==> src/rtl/lc3_mmio_bridge.sv <==
// lc3_mmio_bridge
//   Memory-mapped I/O bridge between the LC-3 core memory port and the
//   program/data RAM. It serves the device page registers locally:
//   KBSR, KBDR, DSR, DDR and MCR. All other accesses pass through to the RAM.
//   Device reads have the same one-cycle latency as RAM reads.
//
// Ports
//   clk, rst_n          : clock and synchronous active-low reset
//   mem_en, we          : core access request and write strobe
//   mem_addr, ram_data  : core address and write data
//   mem_data            : read data returned to the core, one cycle after the read
//   ram_en/we/addr/wdata: RAM request, combinational pass-through; masked on device hits
//   ram_rdata           : RAM read data, valid one cycle after ram_en
//   kb_valid/data/ready : keyboard byte stream into KBDR
//   dsp_valid/data/ready: display byte stream out of DDR
//   kb_irq, dsp_irq     : status-register interrupt decodes
//   halt                : high while MCR[15] is clear
module lc3_mmio_bridge #(
    parameter logic [15:0] KBSR_ADDR = 16'hFE00,
    parameter logic [15:0] KBDR_ADDR = 16'hFE02,
    parameter logic [15:0] DSR_ADDR  = 16'hFE04,
    parameter logic [15:0] DDR_ADDR  = 16'hFE06,
    parameter logic [15:0] MCR_ADDR  = 16'hFFFE
) (
    input  logic        clk,
    input  logic        rst_n,
    input  logic        mem_en,
    input  logic        we,
    input  logic [15:0] mem_addr,
    input  logic [15:0] ram_data,
    output logic [15:0] mem_data,
    output logic        ram_en,
    output logic        ram_we,
    output logic [15:0] ram_addr,
    output logic [15:0] ram_wdata,
    input  logic [15:0] ram_rdata,
    input  logic        kb_valid,
    input  logic [7:0]  kb_data,
    output logic        kb_ready,
    output logic        dsp_valid,
    output logic [7:0]  dsp_data,
    input  logic        dsp_ready,
    output logic        kb_irq,
    output logic        dsp_irq,
    output logic        halt
);

    logic        kb_full_q,  kb_full_d;
    logic        kb_ie_q,    kb_ie_d;
    logic [7:0]  kbdr_q,     kbdr_d;
    logic        dsp_pend_q, dsp_pend_d;
    logic        dsp_ie_q,   dsp_ie_d;
    logic [7:0]  ddr_q,      ddr_d;
    logic [15:0] mcr_q,      mcr_d;
    logic        sel_io_q,   sel_io_d;
    logic [15:0] io_rdata_q, io_rdata_d;

    logic hit_kbsr, hit_kbdr, hit_dsr, hit_ddr, hit_mcr, dev_hit;
    logic rd_cyc, wr_cyc;
    logic [15:0] io_mux;

    always_comb begin
        hit_kbsr = mem_en && (mem_addr == KBSR_ADDR);
        hit_kbdr = mem_en && (mem_addr == KBDR_ADDR);
        hit_dsr  = mem_en && (mem_addr == DSR_ADDR);
        hit_ddr  = mem_en && (mem_addr == DDR_ADDR);
        hit_mcr  = mem_en && (mem_addr == MCR_ADDR);
        dev_hit  = hit_kbsr | hit_kbdr | hit_dsr | hit_ddr | hit_mcr;
        rd_cyc   = mem_en & ~we;
        wr_cyc   = mem_en & we;

        io_mux = '0;
        if (hit_kbsr)     io_mux = {kb_full_q, kb_ie_q, 14'd0};
        else if (hit_kbdr) io_mux = {8'h00, kbdr_q};
        else if (hit_dsr)  io_mux = {~dsp_pend_q, dsp_ie_q, 14'd0};
        else if (hit_ddr)  io_mux = {8'h00, ddr_q};
        else if (hit_mcr)  io_mux = mcr_q;
    end

    assign ram_en    = mem_en & ~dev_hit;
    assign ram_we    = mem_en & we & ~dev_hit;
    assign ram_addr  = mem_addr;
    assign ram_wdata = ram_data;

    assign mem_data  = sel_io_q ? io_rdata_q : ram_rdata;
    assign kb_ready  = ~kb_full_q;
    assign dsp_valid = dsp_pend_q;
    assign dsp_data  = ddr_q;
    assign kb_irq    = kb_full_q & kb_ie_q;
    assign dsp_irq   = ~dsp_pend_q & dsp_ie_q;
    assign halt      = ~mcr_q[15];

    always_comb begin
        kb_full_d  = kb_full_q;
        kb_ie_d    = kb_ie_q;
        kbdr_d     = kbdr_q;
        dsp_pend_d = dsp_pend_q;
        dsp_ie_d   = dsp_ie_q;
        ddr_d      = ddr_q;
        mcr_d      = mcr_q;
        sel_io_d   = sel_io_q;
        io_rdata_d = io_rdata_q;

        // Intake is only possible while empty, so it never collides with a
        // KBDR read that still has a byte to clear.
        if (kb_valid && !kb_full_q) begin
            kb_full_d = 1'b1;
            kbdr_d    = kb_data;
        end else if (rd_cyc && hit_kbdr) begin
            kb_full_d = 1'b0;
        end

        if (wr_cyc && hit_kbsr) kb_ie_d  = ram_data[14];
        if (wr_cyc && hit_dsr)  dsp_ie_d = ram_data[14];
        if (wr_cyc && hit_mcr)  mcr_d    = ram_data;

        // DDR load and display handshake are mutually exclusive on the
        // pending flag; a write while pending is simply dropped.
        if (wr_cyc && hit_ddr && !dsp_pend_q) begin
            ddr_d      = ram_data[7:0];
            dsp_pend_d = 1'b1;
        end else if (dsp_pend_q && dsp_ready) begin
            dsp_pend_d = 1'b0;
        end

        if (rd_cyc) begin
            sel_io_d   = dev_hit;
            io_rdata_d = io_mux;
        end
    end

    always_ff @(posedge clk) begin
        if (!rst_n) begin
            kb_full_q  <= 1'b0;
            kb_ie_q    <= 1'b0;
            kbdr_q     <= '0;
            dsp_pend_q <= 1'b0;
            dsp_ie_q   <= 1'b0;
            ddr_q      <= '0;
            mcr_q      <= 16'h8000;
            sel_io_q   <= 1'b0;
            io_rdata_q <= '0;
        end else begin
            kb_full_q  <= kb_full_d;
            kb_ie_q    <= kb_ie_d;
            kbdr_q     <= kbdr_d;
            dsp_pend_q <= dsp_pend_d;
            dsp_ie_q   <= dsp_ie_d;
            ddr_q      <= ddr_d;
            mcr_q      <= mcr_d;
            sel_io_q   <= sel_io_d;
            io_rdata_q <= io_rdata_d;
        end
    end

endmodule

==> config.mk <==
export PLATFORM = sky130hd
export DESIGN_NAME = lc3_mmio_bridge
export DESIGN_NICKNAME = d
export VERILOG_FILES = /design/src/rtl/lc3_mmio_bridge.sv
export SDC_FILE = /design/constraint.sdc
export NUM_CORES = 1
export LEC_CHECK = 0
export CORE_AREA = 4 4 85 87
export DETAILED_ROUTE_END_ITERATION = 8
export DIE_AREA = 0 0 89 91
export GPL_ROUTABILITY_DRIVEN = 1
export GPL_TIMING_DRIVEN = 0
export PLACE_DENSITY_LB_ADDON = 0.25
export SLEW_MARGIN = 5
export SYNTH_ARGS = -nofsm -noshare
export SYNTH_HDL_FRONTEND = slang
export SYNTH_SLANG_ARGS = --single-unit
==> constraint.sdc <==
create_clock -name clk -period 2.95 [get_ports clk]
set_input_delay 0.295 -clock clk [delete_from_list [all_inputs] [get_ports clk]]
set_output_delay 0.295 -clock clk [all_outputs]
set_load 0.02 [all_outputs]
# After elaboration in Yosys (flattened, before gate mapping)
# Index checks and enable logic that the tools add are counted.
# totals
reg_bits	53
elab_cells	56
input_bits	62
# op_classes
reduce_logical	17
bitwise_logic	15
n_eq_ne	5
muxes	10
# op_table
cell	count
2-to-1 mux 16 bit	6
== test 16 bit (second input constant)	5
logical AND 1 bit	13
AND 1 bit	6
NOT 1 bit	5
2-to-1 mux 1 bit	4
OR 1 bit	4
nonzero test 2 bit	2
logical NOT 1 bit	2

# Logic depth before layout (Yosys ltp)
# logic_depth
depth_word	8
mapped_depth	6
mapped_depth_nobuf	4

# Worst setup path before layout
# No wires, ideal clock.
# synth_path
path_type	reg2out
from	register sel_io_q
to	output mem_data[10]
setup_slack_ns	1.320
t_arrival_ns	1.335
path_stages_with_launch	4
required_ns	2.655
n_path_buf	2
cell_sequence	dfxtp_1 > clkbuf_1 > buf_1 > mux2_2
# synth_between
elab_chain_len	1
# synth_lines
item	line_no	source
start: declaration	55	logic sel_io_q, sel_io_d;
start signal: assignment	151	sel_io_q <= sel_io_d;
2-to-1 mux 16 bit	85	assign mem_data = sel_io_q ? io_rdata_q : ram_rdata;
end: declaration	31	output logic [15:0] mem_data,
# Every way passes these cells.

# Worst setup path in the final report
# layout_path
from	register sel_io_q
to	output mem_data[9]
# The elaborated chain is that of the path after synthesis.

==> impl_results.md <==
- Worst r2r path cells: 4
- P_int: 1.19 mW
- Input/output buffers: about 120
- Final WS setup: approximately 0.26 ns
- Vias in the first global route: 2,636
- Cts-stage hold buffer count: 0
- DR pass1 iterations: 4
- Area of the multi-input gates: 0.00141 mm2
- CP arrival: 2.40 ns
- Post-synth EDFFs: 0
- Seq pwr share: 0.462
- Vias/cell: 5.16
- CP Capture Type: output pin
- Synth cell count leaders: dfxtp_1 (53), nand2_1 (50), mux2i_1 (41)
- Clock Pin Slew Worst Setup and Hold Paths: 0.09 ns
- WL final: 8.12 mm
- R2r startpoint: kb_full_q
- NetSw: 0.385 mW
- CP peak stage delay: 0.54 ns
- Clk pwr share: 0.329
- Sequential area share after synthesis: 0.377
- Setup tns final: 0 ns
- Die width: 89 um
- CP Max Fanout: 10
- Peak supply drop: 0.345 mV
- Switching Fraction: 0.244
- IO Pins: 125
- Final setup fails: 0
- FF+latch area: 0.00106 mm2
- CP Class: reg -> out
- Fraction of layout cells with a size suffix above 1: 0.161
- Fin nets: 489
- Initial DRC count: 126
- Filler cells: 533
- Leakage: around 1.6 nW
- Core area: 0.00635 mm2
- Yosys reg bits: 53
- Largest net degree at the start of global routing: 16
- Final worst path period share: 0.912
- Fin crit period: roughly 2.7 ns
- CP max stage cell: clkdlybuf4s50_1
- Gpl congestion: 0.812
- Num CTS Buffers: 5
- Ys flop type: dfxtp_1
- Initial core utilization: 0.443
- Synth area leaders: dfxtp_1 (38%), mux2i_1 (15%), buf_4 (8.5%)
- Worst-Margin Slew: 0.735 ns
- Max Slew Vio Count: 0
- Yosys top cell area share: 0.377
- Final ANT Viol Nets: 0
- R2R Setup Slk: 1.56 ns
- Area Overhead vs Synth: 51.3%
- RSZ-0062 raised after global routing: no
- N_diodes: 0
- Global-route wire length before repair: approximately 13 mm
- # DRC: 0
- Remaining Overflow, GRT: 0
- Pre-CTS WS: 0.333 ns
- Reg-to-Reg End: kbdr_q[1]
- Clock skew: roughly 0.0044 ns
- Cell Area, Synth: 0.00282 mm2
- All-Layer GR Usage: 0.205
- YS warnings: 0
- Origin of the worst setup path: sel_io_q
- Most common cell in the netlist: dfxtp_1
- Max-slew headroom: 0.510
- Status: complete, no violations
- Dpl hpwl: ~6.2 mm
- Total setup buffers inserted after CTS: 0
- Ys async rst share: 0
- CTS tree: built
- Library cells used by synthesis: 40
- Worst hold stages: 2
- Max Clk Rate: 372 MHz
- CTS H-tree depth: 2
- Initial antenna violation count: 0
- Die Y: 91 um
- Maxcap violations: 0
- CTS max path bufs: 2
- Hold Path Class: reg -> reg
- Critical path cell sequence: clkbuf_1 -> clkbuf_2 -> mux2_2 -> clkdlybuf4s50_1
- Yosys top cell by area: dfxtp_1
- Clk sinks: 53
- Combinational power share: 0.209
- Syn Area/Cell: around 9.5 um2
- WP data required: 2.65 ns
- P per Cell Area: 369 mW/mm2
- Clock latency on the worst-skew pair: 0.31 ns
- Mapped Cells: 297
- Die ar.: 0.00810 mm2
- CP endpoint: mem_data[9]
- Final Hold Viols: 0
- Root buf cell: clkbuf_8
- Drt wl/cell: 16.1 um
- Post-Synthesis Net Count: 359
- Row count: 29
- Worst setup SP type: flip-flop
- Vias post-DR: ~2,600
per-stage QoR:
step | hold WS (ns) | cells | utilization | total power, mW | instance area (um2)
after global routing | 0.488 | 505 | 0.671 | 1.62 | 4260
final | 0.466 | 505 | 0.671 | 1.57 | 4260
after global placement | 0.442 | 497 | 0.652 | 1.07 | 4140
after CTS | 0.465 | 505 | 0.671 | 1.58 | 4260
after floorplan | 0.420 | 297 | - | 0.893 | 2820
after detailed placement | 0.452 | 497 | 0.652 | 1.07 | 4140
critical path: cells and delay by family, from the launching register on:
| kind | cells | cell delay (ns) |
|---|---|---|
| multiplexers | 1 | 0.38 |
| flip-flops | 1 | 0.32 |
| buffers and inverters | 3 | 1.38 |
cell type report:
| class | count | area share |
|---|---|---|
| Tap cell | 77 | 0.0226 |
| Inverter | 4 | 0.00352 |
| Clock inverter | 1 | 0.00705 |
| Buffer | 49 | 0.0769 |
| Timing Repair Buffer | 123 | 0.289 |
| Clock buffer | 7 | 0.0203 |
| Sequential cell | 53 | 0.249 |
| Multi-Input combinational cell | 191 | 0.332 |
cells by family (layout without fill, tap and decap cells):
group           Yosys count  after routing  share of synthesized area
flops                    53             53                      0.377
compound gates           36             36                     0.0947
mux                      57             57                      0.210
simple gates             98             98                      0.197
buf+inv                  53            184                      0.121
registers in the layout (all words and copies together) (netlist names):
signal and cells:
kb_full_q 1, dsp_data 8, dsp_valid 1, mcr_q 16
dsp_ie_q 1, sel_io_q 1, io_rdata_q 16, kb_ie_q 1
kbdr_q 8
power by group through the flow:
stage | registers, mW | logic [mW] | clock network, mW
final | 0.727 | 0.329 | 0.518
after global routing | 0.728 | 0.352 | 0.545
after CTS | 0.727 | 0.332 | 0.521
after detailed placement | 0.743 | 0.331 | 0
after global placement | 0.743 | 0.326 | 0
after floorplan | 0.742 | 0.151 | 0
worst min path at each step:
stage | slack [ns] | startpoint | to
floorplan | 0.42 | io_rdata_q[0] | io_rdata_q[0]
global placement | 0.44 | mcr_q[4] | mcr_q[4]
detailed placement | 0.45 | mcr_q[0] | mcr_q[0]
CTS | 0.46 | mcr_q[0] | mcr_q[0]
global route | 0.49 | mcr_q[4] | mcr_q[4]
finish | 0.47 | mcr_q[0] | mcr_q[0]
metal layers:
| metal | global-route usage | routed length, um | up-vias |
|---|---|---|---|
| met5 | 0 | 0 | - |
| met4 | 0.0596 | 85 | 0 |
| met3 | 0.0606 | 752 | 9 |
| met2 | 0.351 | 4080 | 105 |
| met1 | 0.246 | 3200 | 1222 |
| li1 | - | - | 1268 |
layout by cell type (no fill, tap or decap), types with 2 or more instances in the layout:
cell	count
a2bb2oi_1	8
a32oi_1	8
and2_1	2
and3_1	2
buf_2	3
buf_4	32
clkbuf_1	11
clkbuf_8	6
clkdlybuf4s50_1	123
dfxtp_1	53
inv_1	4
mux2_2	16
mux2i_1	41
nand2_1	50
nand3_1	3
nand4_1	4
nor2_1	4
nor2b_1	19
nor4_1	2
nor4_4	2
o211ai_1	2
o21a_1	2
o21ai_0	8
o21bai_1	2
o31ai_1	2
timing repair:
action	in CTS	in global routing
hold endpoints to repair	0	0
endpoints found under the setup margin	0	10
gates resized for setup	0	1
No activity file was read; power rests on OpenSTA's default activity.
